### config.mk
export PLATFORM = sky130hd
export DESIGN_NAME = nn_stream_harness
export DESIGN_NICKNAME = d
export VERILOG_FILES = /design/src/rtl/nn_harness_pkg.sv /design/src/rtl/nn_harness_vec_table.sv /design/src/rtl/nn_stream_harness.sv
export SDC_FILE = /design/constraint.sdc
export NUM_CORES = 1
export LEC_CHECK = 0
export CORE_MARGIN = 2
export CORE_UTILIZATION = 60
export CTS_BUF_LIST = sky130_fd_sc_hd__clkbuf_4
export CTS_CLUSTER_DIAMETER = 200
export CTS_CLUSTER_SIZE = 25
export DETAILED_ROUTE_END_ITERATION = 16
export GPL_TIMING_DRIVEN = 0
export PLACE_DENSITY = 0.79
export SLEW_MARGIN = 20
export SYNTH_ARGS = -nofsm -noshare
export SYNTH_HDL_FRONTEND = slang
export SYNTH_SLANG_ARGS = --single-unit
### constraint.sdc
create_clock -name clk -period 54.6 [get_ports clk]
set_clock_uncertainty 0.15 [all_clocks]
set_input_delay 10.92 -clock clk [delete_from_list [all_inputs] [get_ports clk]]
set_output_delay 10.92 -clock clk [all_outputs]
set_load 0.1 [all_outputs]
### src/rtl/nn_harness_pkg.sv
// Shared types and defaults for the NN stream harness.
package nn_harness_pkg;

  typedef enum logic [1:0] {
    IDLE,
    SEND,
    WAIT,
    FIN
  } state_t;

  localparam int N_IN_DEF    = 10;
  localparam int W_DEF       = 18;
  localparam int DEPTH_DEF   = 8;
  localparam int TIMEOUT_DEF = 1024;

  // Index width that never collapses to zero bits.
  function automatic int idx_w(input int n);
    return (n > 1) ? $clog2(n) : 1;
  endfunction

endpackage

### src/rtl/nn_harness_vec_table.sv
// Vector table: input vector plus expected result per entry.
module nn_harness_vec_table
  import nn_harness_pkg::*;
#(
  parameter int N_IN  = N_IN_DEF,
  parameter int W     = W_DEF,
  parameter int DEPTH = DEPTH_DEF,
  localparam int IW   = idx_w(DEPTH),
  localparam int DW   = N_IN * W
) (
  input  logic          clk,
  input  logic          we,
  input  logic [IW-1:0] waddr,
  input  logic [DW-1:0] wr_in,
  input  logic [W-1:0]  wr_exp,
  input  logic [IW-1:0] raddr,
  output logic [DW-1:0] rd_in,
  output logic [W-1:0]  rd_exp
);

  logic [DW+W-1:0] mem [DEPTH];

  always_ff @(posedge clk) begin
    if (we) mem[waddr] <= {wr_exp, wr_in};
  end

  assign {rd_exp, rd_in} = mem[raddr];

endmodule

### src/rtl/nn_stream_harness.sv
// Initiator-side stimulus/check engine for the NN accelerator stream.
// Optional first-mismatch capture: NN_HARNESS_FIRST_ERR_CAPTURE_EN.
module nn_stream_harness
  import nn_harness_pkg::*;
#(
  parameter int N_IN    = N_IN_DEF,
  parameter int W       = W_DEF,
  parameter int DEPTH   = DEPTH_DEF,
  parameter int TIMEOUT = TIMEOUT_DEF,
  localparam int IW     = idx_w(DEPTH),
  localparam int CW     = $clog2(DEPTH + 1),
  localparam int DW     = N_IN * W
) (
  input  logic          clk,
  input  logic          reset,
  input  logic          tbl_we,
  input  logic [IW-1:0] tbl_addr,
  input  logic [DW-1:0] tbl_in_dat,
  input  logic [W-1:0]  tbl_exp_dat,
  input  logic [CW-1:0] num_vec,
  input  logic          start,
  output logic [DW-1:0] dut_in_dat,
  output logic          dut_in_vld,
  input  logic          dut_in_rdy,
  input  logic [W-1:0]  dut_out_dat,
  input  logic          dut_out_vld,
  output logic          dut_out_rdy,
  output logic          busy,
  output logic          done,
  output logic          pass,
  output logic [CW-1:0] err_count,
  output logic          timeout,
  output logic [IW-1:0] cur_idx
`ifdef NN_HARNESS_FIRST_ERR_CAPTURE_EN
  ,
  output logic          first_err_vld,
  output logic [IW-1:0] first_err_idx,
  output logic [W-1:0]  first_err_got
`endif
);

  localparam int TW = idx_w(TIMEOUT);

  state_t        state_q, state_d;
  logic [IW-1:0] idx_q, idx_d;
  logic [CW-1:0] nvec_q, nvec_d;
  logic [CW-1:0] nvec_req;
  logic [CW-1:0] err_q, err_d;
  logic [TW-1:0] cnt_q, cnt_d;
  logic          pass_q, pass_d;
  logic          to_q, to_d;

  logic [DW-1:0] rd_in;
  logic [W-1:0]  rd_exp;
  logic          fire_in;
  logic          hit;
  logic          mis;
  logic          last;

  nn_harness_vec_table #(
    .N_IN  (N_IN),
    .W     (W),
    .DEPTH (DEPTH)
  ) u_table (
    .clk    (clk),
    .we     (tbl_we && (state_q == IDLE)),
    .waddr  (tbl_addr),
    .wr_in  (tbl_in_dat),
    .wr_exp (tbl_exp_dat),
    .raddr  (idx_q),
    .rd_in  (rd_in),
    .rd_exp (rd_exp)
  );

  // Run length latched at start: 0 means 1, anything above DEPTH clamps.
  always_comb begin
    nvec_req = num_vec;
    if (num_vec == '0) nvec_req = CW'(1);
    else if (num_vec > CW'(DEPTH)) nvec_req = CW'(DEPTH);
  end

  assign dut_in_vld  = (state_q == SEND) && !reset;
  assign dut_out_rdy = (state_q == WAIT) && !reset;
  assign dut_in_dat  = dut_in_vld ? rd_in : '0;

  assign fire_in = dut_in_vld && dut_in_rdy;
  assign hit     = dut_out_vld && dut_out_rdy;
  assign mis     = hit && (dut_out_dat != rd_exp);
  assign last    = (idx_q == IW'(nvec_q - CW'(1)));

  always_comb begin
    state_d = state_q;
    idx_d   = idx_q;
    nvec_d  = nvec_q;
    cnt_d   = cnt_q;
    err_d   = err_q;
    pass_d  = pass_q;
    to_d    = to_q;
    unique case (state_q)
      IDLE: begin
        if (start) begin
          state_d = SEND;
          idx_d   = '0;
          nvec_d  = nvec_req;
          err_d   = '0;
          pass_d  = 1'b0;
          to_d    = 1'b0;
        end
      end
      SEND: begin
        if (fire_in) begin
          state_d = WAIT;
          cnt_d   = '0;
        end
      end
      WAIT: begin
        cnt_d = cnt_q + 1'b1;
        if (hit) begin
          if (mis && (err_q != CW'(DEPTH))) err_d = err_q + 1'b1;
          if (last) begin
            state_d = FIN;
            pass_d  = (err_d == '0) && !to_q;
          end else begin
            state_d = SEND;
            idx_d   = idx_q + 1'b1;
          end
        end else if (cnt_q == TW'(TIMEOUT - 1)) begin
          state_d = FIN;
          to_d    = 1'b1;
          pass_d  = 1'b0;
        end
      end
      FIN: state_d = IDLE;
      default: state_d = IDLE;
    endcase
  end

  always_ff @(posedge clk) begin
    if (reset) begin
      state_q <= IDLE;
      idx_q   <= '0;
      nvec_q  <= '0;
      cnt_q   <= '0;
      err_q   <= '0;
      pass_q  <= 1'b0;
      to_q    <= 1'b0;
    end else begin
      state_q <= state_d;
      idx_q   <= idx_d;
      nvec_q  <= nvec_d;
      cnt_q   <= cnt_d;
      err_q   <= err_d;
      pass_q  <= pass_d;
      to_q    <= to_d;
    end
  end

  assign busy      = (state_q == SEND) || (state_q == WAIT);
  assign done      = (state_q == FIN);
  assign pass      = pass_q;
  assign err_count = err_q;
  assign timeout   = to_q;
  assign cur_idx   = idx_q;

`ifdef NN_HARNESS_FIRST_ERR_CAPTURE_EN
  logic          fe_vld_q;
  logic [IW-1:0] fe_idx_q;
  logic [W-1:0]  fe_got_q;

  always_ff @(posedge clk) begin
    if (reset) begin
      fe_vld_q <= 1'b0;
      fe_idx_q <= '0;
      fe_got_q <= '0;
    end else if ((state_q == IDLE) && start) begin
      fe_vld_q <= 1'b0;
      fe_idx_q <= '0;
      fe_got_q <= '0;
    end else if (mis && !fe_vld_q) begin
      fe_vld_q <= 1'b1;
      fe_idx_q <= idx_q;
      fe_got_q <= dut_out_dat;
    end
  end

  assign first_err_vld = fe_vld_q;
  assign first_err_idx = fe_idx_q;
  assign first_err_got = fe_got_q;
`endif

endmodule
==> flow_summary.toml <==
[synth]
synth_warn = 0
synth_top_cell_by_area = "sky130_fd_sc_hd__edfxtp_1"
yosysUniqueCellTypes = 48
synth-edff-count = 1584
synth_top_flop_cell = "sky130_fd_sc_hd__edfxtp_1"
synthesis.instances = 2726
synth_fp_nets = 2964
synth_area_leaders = "sky130_fd_sc_hd__edfxtp_1 (77%), sky130_fd_sc_hd__mux4_2 (14%), sky130_fd_sc_hd__mux2i_1 (3.5%)"
yosysSeqAreaShare = 0.7828
asyncSetResetFlopFracSynth = 0
ys_ff_latch = 1611
post-synth-top-area-fraction = 0.7740
syn_avg_cell_area_um2 = 22.54
syn_area_um2 = 61460

[timing]
max_slew.worst_pin.slew_ns = 1.196
tns_ns = 0
timing.max_slew.rel_slack = 0.2004
slew_limit_fails = 0
final_period_utilization = 0.4659
number_of_setup_violations_in_the_final_report = 0
final_hold_viol_count = 0
rsz_0062_raised_after_global_routing = "false"
post-route-min-period_ns = 25.44
timing.fmax_mhz = 39.31

[setup_path]
cp_data_arrival_time_ns = 14.37
timing.critical_path.slowest_cell_delay_ns = 1.22
setup.worst_path.start_class = "primary input"
crit_path_end_kind = "output port"
worstRegToRegCells = 11
register_to_register_setup_slack_ns = 50.31
worst_ep_required_time_ns = 43.53
endpoint_of_the_lowest_slack_register_to_register_path = "err_count[3]"
crit_chain = "clkdlybuf4s50_1 -> inv_1 -> nand2_2 -> clkbuf_2 -> buf_12 -> clkbuf_1 -> nor2_1 -> clkdlybuf4s50_1"
critical_path.startpoint = "reset"
timing.setup.critical_path_class = "primary input to output port"
critical_path_peak_fanout = 10
cp_common_cell = "sky130_fd_sc_hd__clkdlybuf4s50_1"
critical_path.slowest_cell = "sky130_fd_sc_hd__clkdlybuf4s50_1"

[floorplanning]
design.portCount = 422
die_h_um = 324.0
overall_die_width_um = 324.0
dieArea_um2 = 105000
rows = 117
floorplan.initialDensity = 0.6040
coreArea_um2 = 101700

[grt]
grt_pass1_wl_mm = 201.0
grt_max_degree = 27
antenna_found_initial = 48
grt.total_usage = 0.2688
grt_pass1_vias = 30610
global_route.overflow_total = 0

[cts]
cts_root_buf = "sky130_fd_sc_hd__clkbuf_4"
clock-sinks = 1611
cts_resized = 0
cts_tree = "done"
numCtsBuffers = 74
cts.reportedPaths.clkPinSlew_ns = 0.23
cts_hold_buf = 0
cts-htree-levels = 3
clk_path_buf_depth = 3
worstSkewPairLatency_ns = 1.02
post-cts-setup-buffer-count = 0

[placed_design]
postPlaceCellArea_um2 = 69670
gpl.final_weighted_congestion = 0.7984
port_buffers = 421
dp_hpwl_mm = 96.48

[run]
drv.max_cap_violation_count = 0

[outcome]
result_of_the_run = "finished clean"

[routing]
detail_route.drc_violations = 0
detail-route-antenna-nets = 0
detailroute.via_count = 30030
number_of_detailed_route_iterations_in_the_first_pass = 6
detail_route.vias_per_cell = 6.232
detail_route.iter0.violations = 3255
route.detailed.wl_per_inst_um = 29.20
detail_route.wirelength_mm = 140.7

[cells_and_area]
post_route_cells_drive_above_1_share = 0.2101
num-fill-cells = 6198
final_net_count = 3639
stdcell_area_um2 = 70430
syn_to_final_growth_pct = 14.60

[pwr]
pwr_density_cell_nw_per_um2 = 32.08
total_power_w = 0.002260
pleak_nw = 21.12
max-vdd-ir-drop_mv = 0.03038

[hold_path]
endpoint_with_the_worst_hold_slack = "pass"
min_delay_path_depth = 2
worstHoldStart = "pass"
class_of_the_worst_hold_path = "flip-flop to flip-flop"
==> worst max path at each step <==
| stage | to |
|---|---|
| 3_5_place_dp | dut_in_dat[165] |
| 6_report | dut_in_dat[178] |
| 2_1_floorplan | u_table.mem[2][0] |
| 3_3_place_gp | u_table.mem[3][123] |
| 4_1_cts | dut_in_dat[165] |
| 5_1_grt | dut_in_dat[146] |
==> placed cells by master, fill, tap and decap left out, types with 38 or more instances in the layout <==
cell type / count
sky130_fd_sc_hd__mux4_2: 386
sky130_fd_sc_hd__edfxtp_1: 1584
sky130_fd_sc_hd__clkbuf_1: 70
sky130_fd_sc_hd__buf_4: 103
sky130_fd_sc_hd__clkbuf_4: 82
sky130_fd_sc_hd__nor2_1: 205
sky130_fd_sc_hd__diode_2: 38
sky130_fd_sc_hd__mux2i_1: 217
sky130_fd_sc_hd__clkdlybuf4s50_1: 416
sky130_fd_sc_hd__buf_2: 43
==> metrics by stage <==
step	setup WS (ns)	cells	util	hold slack, ns
floorplan	28.92	2726	-	0.3070
global placement	13.28	4515	0.6623	0.3199
detailed placement	29.21	4693	0.6847	0.3269
CTS	29.21	4781	0.6914	0.3489
global route	29.12	4806	0.6919	0.3866
finish	29.16	4819	0.6923	0.3458
==> cells by family (layout without fill, tap and decap cells) <==
logic type                 count (synthesis)  count (layout)  synth area share
AOI/OAI and AO/OA                         60              60          0.006128
xor gates and xnor gates                  22              22          0.003135
adders and majority gates                  9               9          0.001832
buffers and inverters                    148             835           0.01077
DFF                                     1611            1611            0.7828
muxes                                    604             604            0.1770
other                                      0              38                 0
and+or+nand+nor                          272             272           0.01832
==> registers in the layout (all words and copies together), names as in the netlist, named ones only <==
register	cells
cnt_q	10
u_table.mem	1584
err_count	4
pass	1
cur_idx	3
nvec_q	3
timeout	1
state_q	2
==> power breakdown <==
| group | leakage, nW | internal, W | switching, W | total [W] |
|---|---|---|---|---|
| clock | 0.412 | 0.0000750 | 0.000325 | 0.000400 |
| sequential | 14.6 | 0.00141 | 0.0000116 | 0.00142 |
| combinational | 6.16 | 0.000131 | 0.000307 | 0.000438 |
| total | 21.1 | 0.00162 | 0.000644 | 0.00226 |
==> cell usage after synthesis, drive strengths merged (2+ instances only) <==
| cell type | n |
|---|---|
| edfxtp | 1584 |
| mux4 | 386 |
| mux2i | 217 |
| nor2 | 209 |
| clkbuf | 75 |
| buf | 59 |
| dfxtp | 27 |
| a21oi | 20 |
| nand2 | 16 |
| xor2 | 14 |
| inv | 13 |
| o21ai | 12 |
| nand3 | 10 |
| a22oi | 9 |
| ha | 9 |
| nor3 | 9 |
| xnor2 | 8 |
| and3 | 6 |
| nand4 | 4 |
| o22ai | 4 |
| a31oi | 3 |
| nand2b | 3 |
| nor2b | 3 |
| or3 | 3 |
| a311oi | 2 |
| nor3b | 2 |
| nor4 | 2 |
| o21bai | 2 |
==> critical path, delay by kind of cell <==
kind                   cells  cell delay [ns]
and+or+nand+nor            2             0.83
buffers and inverters      6             2.56
==> metal layers <==
metal,part of all wire,global-route usage,vias up
li1,-,-,12650
met1,0.38,0.3690,15790
met2,0.50,0.4413,1347
met3,0.086,0.05351,207
met4,0.026,0.08663,34
met5,0.0016,0,-
==> final cells by class <==
class                   count  area (um2)  area share
repair buffers            599        6429     0.09128
well taps                1368        1712     0.02430
inverters                  14       52.55   0.0007461
multi-input cells         967       12740      0.1809
clock inverters             6       65.06   0.0009238
clock buffers              82       615.6    0.008740
diodes                     38       95.09    0.001350
flip-flops and latches   1611       48110      0.6830
plain buffers             134       615.6    0.008740
Power figures use the tool's default switching activity.
